File: config.mk
export PLATFORM = sky130hd
export DESIGN_NAME = irrigation_timer
export DESIGN_NICKNAME = d
export VERILOG_FILES = /design/src/rtl/irrigation_pkg.sv /design/src/rtl/bcd_down_digit.sv /design/src/rtl/irrigation_timer.sv
export SDC_FILE = /design/constraint.sdc
export NUM_CORES = 1
export LEC_CHECK = 0
export ABC_AREA = 0
export ABC_CLOCK_PERIOD_IN_PS = 2400
export CORE_UTILIZATION = 45
export DETAILED_ROUTE_END_ITERATION = 10
export GPL_TIMING_DRIVEN = 0
export PLACE_DENSITY = 0.78
export RECOVER_POWER = 100
export SLEW_MARGIN = 20
export SYNTH_ARGS = -nofsm -noshare
export SYNTH_HDL_FRONTEND = slang
export SYNTH_SLANG_ARGS = --single-unit
File: constraint.sdc
create_clock -name clk -period 2.4 [get_ports clk]
set_clock_uncertainty 0.2 [all_clocks]
set_input_delay 0.36 -clock clk [delete_from_list [all_inputs] [get_ports clk]]
set_output_delay 0.36 -clock clk [all_outputs]
set_load 0.005 [all_outputs]
File: src/rtl/irrigation_pkg.sv
// Shared types and helpers for the irrigation countdown controller.
//   - state_t      : controller state enumeration
//   - bcd_t        : one BCD digit
//   - BCD_MAX_UNIT : highest units digit (9)
//   - BCD_MAX_TENS : highest tens-of-seconds digit (5)
//   - bcd_ok()     : digit range check against an upper limit
package irrigation_pkg;

  localparam int unsigned BCD_W = 4;

  typedef logic [BCD_W-1:0] bcd_t;

  localparam bcd_t BCD_MAX_UNIT = 4'd9;
  localparam bcd_t BCD_MAX_TENS = 4'd5;

  typedef enum logic [1:0] {
    ST_IDLE  = 2'd0,
    ST_RUN   = 2'd1,
    ST_PAUSE = 2'd2,
    ST_DONE  = 2'd3
  } state_t;

  // True when digit d lies within 0..lim.
  function automatic logic bcd_ok(input bcd_t d, input bcd_t lim);
    return (d <= lim);
  endfunction

endpackage

File: src/rtl/bcd_down_digit.sv
// One BCD down-counting digit with load, clear-to-zero and borrow chaining.
// Ports:
//   clk      : system clock
//   clear    : synchronous active-high reset
//   zero     : force digit to 0
//   load     : load load_val
//   load_val : digit value to load
//   dec      : decrement this digit (already qualified by borrow-in)
//   q        : registered digit value
//   borrow_c : combinational borrow-out, digit is 0 and being decremented
module bcd_down_digit
  import irrigation_pkg::*;
#(
  parameter bcd_t WRAP = BCD_MAX_UNIT
) (
  input  logic clk,
  input  logic clear,
  input  logic zero,
  input  logic load,
  input  bcd_t load_val,
  input  logic dec,
  output bcd_t q,
  output logic borrow_c
);

  assign borrow_c = dec && (q == 4'd0);

  // Digit register; 0 wraps to WRAP on decrement.
  always_ff @(posedge clk) begin
    if (clear) begin
      q <= 4'd0;
    end else if (zero) begin
      q <= 4'd0;
    end else if (load) begin
      q <= load_val;
    end else if (dec) begin
      q <= (q == 4'd0) ? WRAP : bcd_t'(q - 4'd1);
    end
  end

endmodule

File: src/rtl/irrigation_timer.sv
// Countdown controller for one irrigation cycle (MM:SS BCD, 1 Hz tick).
// Optional feature macro: SOIL_SENSOR_EN (soil_wet aborts a run / blocks start).
// Ports:
//   clk, clear              : clock, synchronous active-high reset
//   tick                    : one-cycle pulse per second
//   start, pause, stop      : run control
//   dz_min..un_seg          : duration digits, sampled on accepted start
//   soil_wet                : moisture sensor
//   valve, busy, done, err  : registered status / valve enable
//   r_dz_min..r_un_seg      : registered remaining time
module irrigation_timer
  import irrigation_pkg::*;
#(
  parameter int unsigned MAX_DZ_MIN = 5
) (
  input  logic       clk,
  input  logic       clear,
  input  logic       tick,
  input  logic       start,
  input  logic       pause,
  input  logic       stop,
  input  logic [3:0] dz_min,
  input  logic [3:0] un_min,
  input  logic [3:0] dz_seg,
  input  logic [3:0] un_seg,
  input  logic       soil_wet,
  output logic       valve,
  output logic       busy,
  output logic       done,
  output logic       err,
  output logic [3:0] r_dz_min,
  output logic [3:0] r_un_min,
  output logic [3:0] r_dz_seg,
  output logic [3:0] r_un_seg
);

  // A tens-of-minutes limit above 9 still cannot exceed a legal BCD digit.
  localparam bcd_t DZ_MIN_LIM = (MAX_DZ_MIN > 9) ? BCD_MAX_UNIT : bcd_t'(MAX_DZ_MIN);

  state_t state, state_next;
  logic   load_c, zero_c, dec_c, err_c;
  logic   digits_valid, start_zero, last_sec;
  logic   soil_stop, soil_block;
  logic   b_un_seg, b_dz_seg, b_un_min, unused_borrow;

`ifdef SOIL_SENSOR_EN
  assign soil_stop  = soil_wet;
  assign soil_block = soil_wet;
`else
  logic unused_soil;
  assign unused_soil = soil_wet;
  assign soil_stop   = 1'b0;
  assign soil_block  = 1'b0;
`endif

  assign digits_valid = bcd_ok(dz_min, DZ_MIN_LIM)   && bcd_ok(un_min, BCD_MAX_UNIT) &&
                        bcd_ok(dz_seg, BCD_MAX_TENS) && bcd_ok(un_seg, BCD_MAX_UNIT);
  assign start_zero   = (dz_min == 4'd0) && (un_min == 4'd0) &&
                        (dz_seg == 4'd0) && (un_seg == 4'd0);
  // Count at 00:01: the next decrement finishes the cycle.
  assign last_sec     = (r_dz_min == 4'd0) && (r_un_min == 4'd0) &&
                        (r_dz_seg == 4'd0) && (r_un_seg == 4'd1);

  // State register.
  always_ff @(posedge clk) begin
    if (clear) state <= ST_IDLE;
    else       state <= state_next;
  end

  // Next state and datapath controls; priority stop > tick > pause > start.
  always_comb begin
    state_next = state;
    load_c     = 1'b0;
    zero_c     = 1'b0;
    dec_c      = 1'b0;
    err_c      = 1'b0;
    case (state)
      ST_IDLE: begin
        if (!stop && start) begin
          if (!digits_valid || soil_block) begin
            err_c = 1'b1;
          end else if (start_zero) begin
            state_next = ST_DONE;
          end else begin
            load_c     = 1'b1;
            state_next = ST_RUN;
          end
        end
      end
      ST_RUN: begin
        if (stop) begin
          zero_c     = 1'b1;
          state_next = ST_IDLE;
        end else if (soil_stop) begin
          zero_c     = 1'b1;
          state_next = ST_DONE;
        end else if (tick) begin
          dec_c = 1'b1;
          if (last_sec)   state_next = ST_DONE;
          else if (pause) state_next = ST_PAUSE;
        end else if (pause) begin
          state_next = ST_PAUSE;
        end
      end
      ST_PAUSE: begin
        if (stop) begin
          zero_c     = 1'b1;
          state_next = ST_IDLE;
        end else if (start && !pause) begin
          state_next = ST_RUN;
        end
      end
      ST_DONE: state_next = ST_IDLE;
      default: state_next = ST_IDLE;
    endcase
  end

  // Status outputs follow the state being entered.
  always_ff @(posedge clk) begin
    if (clear) begin
      valve <= 1'b0;
      busy  <= 1'b0;
      done  <= 1'b0;
      err   <= 1'b0;
    end else begin
      valve <= (state_next == ST_RUN);
      busy  <= (state_next == ST_RUN) || (state_next == ST_PAUSE);
      done  <= (state_next == ST_DONE);
      err   <= err_c;
    end
  end

  // Borrow chain: un_seg -> dz_seg -> un_min -> dz_min.
  bcd_down_digit #(.WRAP(BCD_MAX_UNIT)) u_un_seg (
    .clk(clk), .clear(clear), .zero(zero_c), .load(load_c), .load_val(un_seg),
    .dec(dec_c), .q(r_un_seg), .borrow_c(b_un_seg)
  );

  bcd_down_digit #(.WRAP(BCD_MAX_TENS)) u_dz_seg (
    .clk(clk), .clear(clear), .zero(zero_c), .load(load_c), .load_val(dz_seg),
    .dec(b_un_seg), .q(r_dz_seg), .borrow_c(b_dz_seg)
  );

  bcd_down_digit #(.WRAP(BCD_MAX_UNIT)) u_un_min (
    .clk(clk), .clear(clear), .zero(zero_c), .load(load_c), .load_val(un_min),
    .dec(b_dz_seg), .q(r_un_min), .borrow_c(b_un_min)
  );

  // Never borrows in practice: a running count is always nonzero.
  bcd_down_digit #(.WRAP(BCD_MAX_UNIT)) u_dz_min (
    .clk(clk), .clear(clear), .zero(zero_c), .load(load_c), .load_val(dz_min),
    .dec(b_un_min), .q(r_dz_min), .borrow_c(unused_borrow)
  );

endmodule
; ---- Word level (Yosys, flattened, before mapping)
; Cells that the tools add are included.
[op_classes]
addsub = 4
magnitude_cmp = 4
n_eq_ne = 7
mux = 32
bitwise = 2
n_reduce_logical = 33
[ops]
columns = operator, n
row1 = $mux 4, 12
row2 = $logic_not 4->1, 8
row3 = $mux 2, 9
row4 = $sub 4x1->4 const B, 4
row5 = $logic_and 1x1->1, 14
row6 = $mux 1, 10
row7 = $eq 2x2->1 const B, 4
row8 = $le 4x3->1 const B, 2
row9 = $le 4x4->1 const B, 2
row10 = $pmux 2 s4, 1
row11 = $reduce_bool 2->1, 4
row12 = $eq 2x1->1 const B, 2
row13 = $eq 4x1->1 const B, 1
row14 = $reduce_or 2->1, 2
row15 = $reduce_or 3->1, 1
row16 = $logic_not 1->1, 2
row17 = $logic_not 2->1, 1
row18 = $not 1->1, 2
row19 = $logic_or 1x1->1, 1
[totals]
ff_bits = 22
input_bits = 23
out_inout_bits = 20
word_cells = 91

; ---- Depth between registers and ports, before layout
[logic_depth]
depth_word = 10
ltp_mapped = 8
depth_no_buf = 8

; ---- By module
; From an unflattened synthesis, not the netlist that was laid out.
[hier_totals]
cells_unflattened = 154
hier_area_um2 = 1383.8
[modules_own_cells]
columns = mod, instances, cells_each, area_each_um2, seq_area_each_um2
row1 = bcd_down_digit at u_dz_min ..., 3, 25, 235.2, 80.1
row2 = irrigation_timer, 1, 57, 489.2, 120.1
row3 = bcd_down_digit at u_dz_seg, 1, 22, 188.9, 80.1

; ---- Least setup slack after synthesis
; Ideal clock, no wire load.
[synth_timing]
path_kind = reg2reg
start = register state[1]
end = register u_un_min.q[1]
setup_ps = 88
arrival_time_ps = 1695
required_time_ps = 2112
slack_ps = 417
stages_incl_launch_ff = 8
path_buffers = 1
period_less_slack_ps = 1983
cell_sequence = dfxtp_1 inv_1 ha_1 and3b_1 clkbuf_1 nand3_1 or4_4 a311oi_2
[synth_between]
elab_chain_cells = 5
elab_cells_between_ends = 12
classes_between = 2 x eq/ne / 4 x mux / 6 x reduce/logical
[synth_lines]
columns = item, line
row1 = from (decl), irrigation_timer.sv:40  ; state_t state, state_next;
row2 = from (signal assigned), irrigation_timer.sv:67  ; else state <= state_next;
row3 = $eq 2x1->1, irrigation_timer.sv:77  ; case (state)
row4 = $mux 1, irrigation_timer.sv:77
row5 = $logic_and 1x1->1 (2 in a row), bcd_down_digit.sv:26  ; assign borrow_c = dec && (q == 4'd0);
row6 = $reduce_bool 2->1 (no source line), --
row7 = to (signal assigned), bcd_down_digit.sv:35  ; q <= load_val;
row8 = to (signal assigned), bcd_down_digit.sv:37  ; q <= (q == 4'd0) ? WRAP : bcd_t'(q - 4'd1);
row9 = to (decl), bcd_down_digit.sv:22  ; output bcd_t q,
; Several ways; a longest one is shown, not always the timed one.
; A chain may end at the register's enable or synchronous reset.

; ---- Final worst setup path
[layout_timing]
start = input port un_min[3]
end = register busy
[layout_between]
elab_chain_cells = 10
elab_cells_between_ends = 15
classes_between = 1 x order compare / 2 x eq/ne / 4 x mux / 8 x reduce/logical
[layout_lines]
columns = item, line
row1 = from (decl), irrigation_timer.sv:23  ; input logic [3:0] un_min,
row2 = "parallel branches: the longest is 5 deep, another holds $le 4x4->1", --
row3 = $mux 2 *, irrigation_timer.sv:80  ; if (!digits_valid || soil_block) begin
row4 = $mux 2 *, irrigation_timer.sv:79  ; if (!stop && start) begin
row5 = $pmux 2 s4 *, irrigation_timer.sv:77
row6 = $eq 2x1->1 or $eq 2x2->1 (tied branches), irrigation_timer.sv:127  ; busy <= (state_next == ST_RUN) || (state_next == ST_PAUSE);
row7 = $logic_or 1x1->1 *, irrigation_timer.sv:127
row8 = to (signal assigned), irrigation_timer.sv:127
row9 = to (decl), irrigation_timer.sv:28  ; output logic busy,
; Every way passes the cells marked *.

==> impl_metrics.csv <==
group,metric,value,unit
status,status,"finished, final reports clean",
timing,maxSlewViolCount,0,
routing,first_iter_violations,87,
timing,tightest_slew,580,ps
yosys,synth-adder-area-share,4.81,%
floorplan,core,2760,sq um
timing,tns,0,ps
timing,hold_violations,0,
floorplan,die_x,55.8,um
yosys,ys_seq_area_share,33.9,%
timing,setup_viol,0,
job,max-cap-violations,0,
final_layout,final_nets,227,
routing,ant_nets,0,
placement,place_inst,225,
grt,antenna_found_initial,0,
timing,hold_slack,330,ps
final_layout,n_antenna_cell,0,
final_layout,drive_gt1_share,9.60,%
worst_setup_path,critPathArrivalTime,2350,ps
power,pwr_density_cell,387,nW/um^2
yosys,synth.area.top_cells,"dfxtp_1 (34%), nor2_1 (8.1%), a211oi_1 (6.4%)",
timing,finalCritPeriodShare,95.8,%
routing,wirelength,3620,um
final_layout,instances_no_fill,229,
floorplan,start_util,47.1,%
routing,wire_per_inst,15.8,um
yosys,synth_cell_type_count,45,
placement,post-place-ws,-244,ps
timing,fmax,0.435,GHz
yosys,synth_nets,181,
placement,gp_congestion,0.932,
yosys,postSynth.asyncResetShare,0,%
clock_tree,worstSkewPairLatency,310,ps
power,ir_drop,0.377,mV
yosys,synth_top_family_by_area,"simple AND/OR/NAND/NOR gates",
yosys,synthCells,153,
grt,grt_max_degree,13,
timing,relSlewSlack,60.8,%
final_layout,syn_to_final_growth,39.2,%
floorplan,dieHeight,55.8,um
yosys,ys_ff_latch,22,
routing,vias_per_cell,6.08,
yosys,synth_ff_type,"dfxtp_1",
final_layout,fillers,230,
clock_tree,ctsLongestPathBuffers,2,
clock_tree,h-tree-depth,1,
yosys,syn_avg_cell_area,8.50,sq um
floorplan,ios,43,
routing,firstDrtPassIters,4,
power,finalPower,699,uW
timing,finalCriticalPeriod,2300,ps
worst_setup_path,setup.worst_path.end_class,"flop",
worst_setup_path,critical_path_class,"input pin to flop",
yosys,synth_edf_count,0,
floorplan,die_area,3110,sq um
clock_tree,cts-root-buf,"clkbuf_4",
worst_setup_path,cp.required,2450,ps
clock_tree,clock_sinks,22,
yosys,synth.top_cell.area_share,33.9,%
clock_tree,cts_made_buffers,3,
clock_tree,cts_tree,"yes",
clock_tree,post_cts_resized,0,
yosys,synth_compound_area_share,21.3,%
grt,grt_pass1_vias,1361,
final_layout,fin_area,1810,sq um
yosys,synth_top_area_cell,"dfxtp_1",
yosys,syn-cell-area,1300,sq um
final_layout,final_util,65.6,%
routing,drc,0,
yosys,muxShareOfSynthArea,0.770,%
grt,grt.total_usage,25.3,%
worst_setup_path,start_kind,"input pin",
yosys,yosys.area_share.xor_xnor,4.72,%
floorplan,row_count,19,
power,cellLeakagePower,0.711,nW
routing,num_vias,1393,
worst_hold_path,hold_path.class,"flop to flop",
clock_tree,cts_hold_buffers,0,
placement,dp_hpwl,2780,um
clock_tree,post_cts_buffers,0,
timing,setup_ws,102,ps
grt,grt.overflow.total,0,
yosys,synthTopCellsByCount,"nor2_1 (28), dfxtp_1 (22), a211oi_1 (11)",
yosys,synth_simple_gate_area_share,31.6,%
placement,portBuffers,41,
yosys,yosys_warnings,0,
yosys,synth.most_common_cell,"nor2_1",
clock_tree,clk_transition_reported_paths,120,ps
grt,grt_pass1_wl,6240,um
placement,place_area,1750,sq um
worst_setup_path,crit_fanout,3,
## registers in the layout (all words and copies together) (netlist names)
signal,flops
busy,1
done,1
err,1
state,2
u_dz_min.q,4
u_dz_seg.q,4
u_un_min.q,4
u_un_seg.q,4
valve,1
## path summary, 6_finish.rpt
path	depth (start not counted)	from	to	slack [ps]
worst max-delay path	8	un_min[3]	busy	100
worst min-delay path	1	u_dz_seg.q[3]	u_dz_seg.q[3]	330
worst max register to register	7	state[1]	u_un_min.q[1]	160
worst min register to register	1	u_dz_seg.q[3]	u_dz_seg.q[3]	330
## where the power goes
part	leakage, nW	switching, mW	internal [mW]
clock	0.0210	0.114	0.0927
sequential	0.178	0.00730	0.372
combinational	0.513	0.0535	0.0596
## cells by family after synthesis
kind of cell             Yosys count
adder cells (fa/ha/maj)            5
AO/OA/AOI/OAI                     40
XOR/XNOR                           7
flip-flops                        22
buffers and inverters              8
AND/OR/NAND/NOR                   70
multiplexers                       1
## critical path, stage by stage
cell,delay [ps]
clkdlybuf4s50_1,490
nor4_2,410
nand4_1,170
nor3_1,210
o21ai_0,180
and2_1,180
ha_1,280
nor2_1,80
## final cells by class
| cell class | instances | area (sq um) | share of cell area, % |
|---|---|---|---|
| Sequential cell | 22 | 440 | 24.3 |
| Timing Repair Buffer | 41 | 410 | 22.7 |
| Inverter | 4 | 15.0 | 0.830 |
| Tap cell | 31 | 38.8 | 2.14 |
| Multi-Input combinational cell | 123 | 845 | 46.7 |
| Clock buffer | 4 | 36.3 | 2.01 |
| Buffer | 4 | 23.8 | 1.31 |
## routing by layer
metal | vias up | global-route usage [%] | part of all wire (%)
li1 | 672 | - | -
met1 | 658 | 35.3 | 48
met2 | 52 | 38.0 | 45
met3 | 11 | 4.88 | 4.9
met4 | 0 | 10.7 | 2.3
met5 | - | 0 | 0
## cell usage in the layout, fill, tap and decap left out, types with 2 or more instances in the layout
master,netlist,routed
nand2_1,4,4
clkbuf_4,0,3
a31oi_1,2,2
nor4_1,5,3
nor2_1,28,27
a21oi_1,9,9
nor2b_1,3,3
dfxtp_1,22,22
and2_1,2,2
nand4_1,5,5
nor3b_1,2,2
nor3_1,4,4
nand2b_1,2,2
dlygate4sd3_1,0,20
nand3_1,3,3
clkbuf_1,2,2
ha_1,5,5
nor4_2,2,3
xor2_1,3,3
inv_1,4,4
o21ai_0,7,7
clkdlybuf4s50_1,0,21
nor4_4,1,2
xnor2_1,4,4
a211oi_1,11,11
No activity file was read; power rests on OpenSTA's default activity.
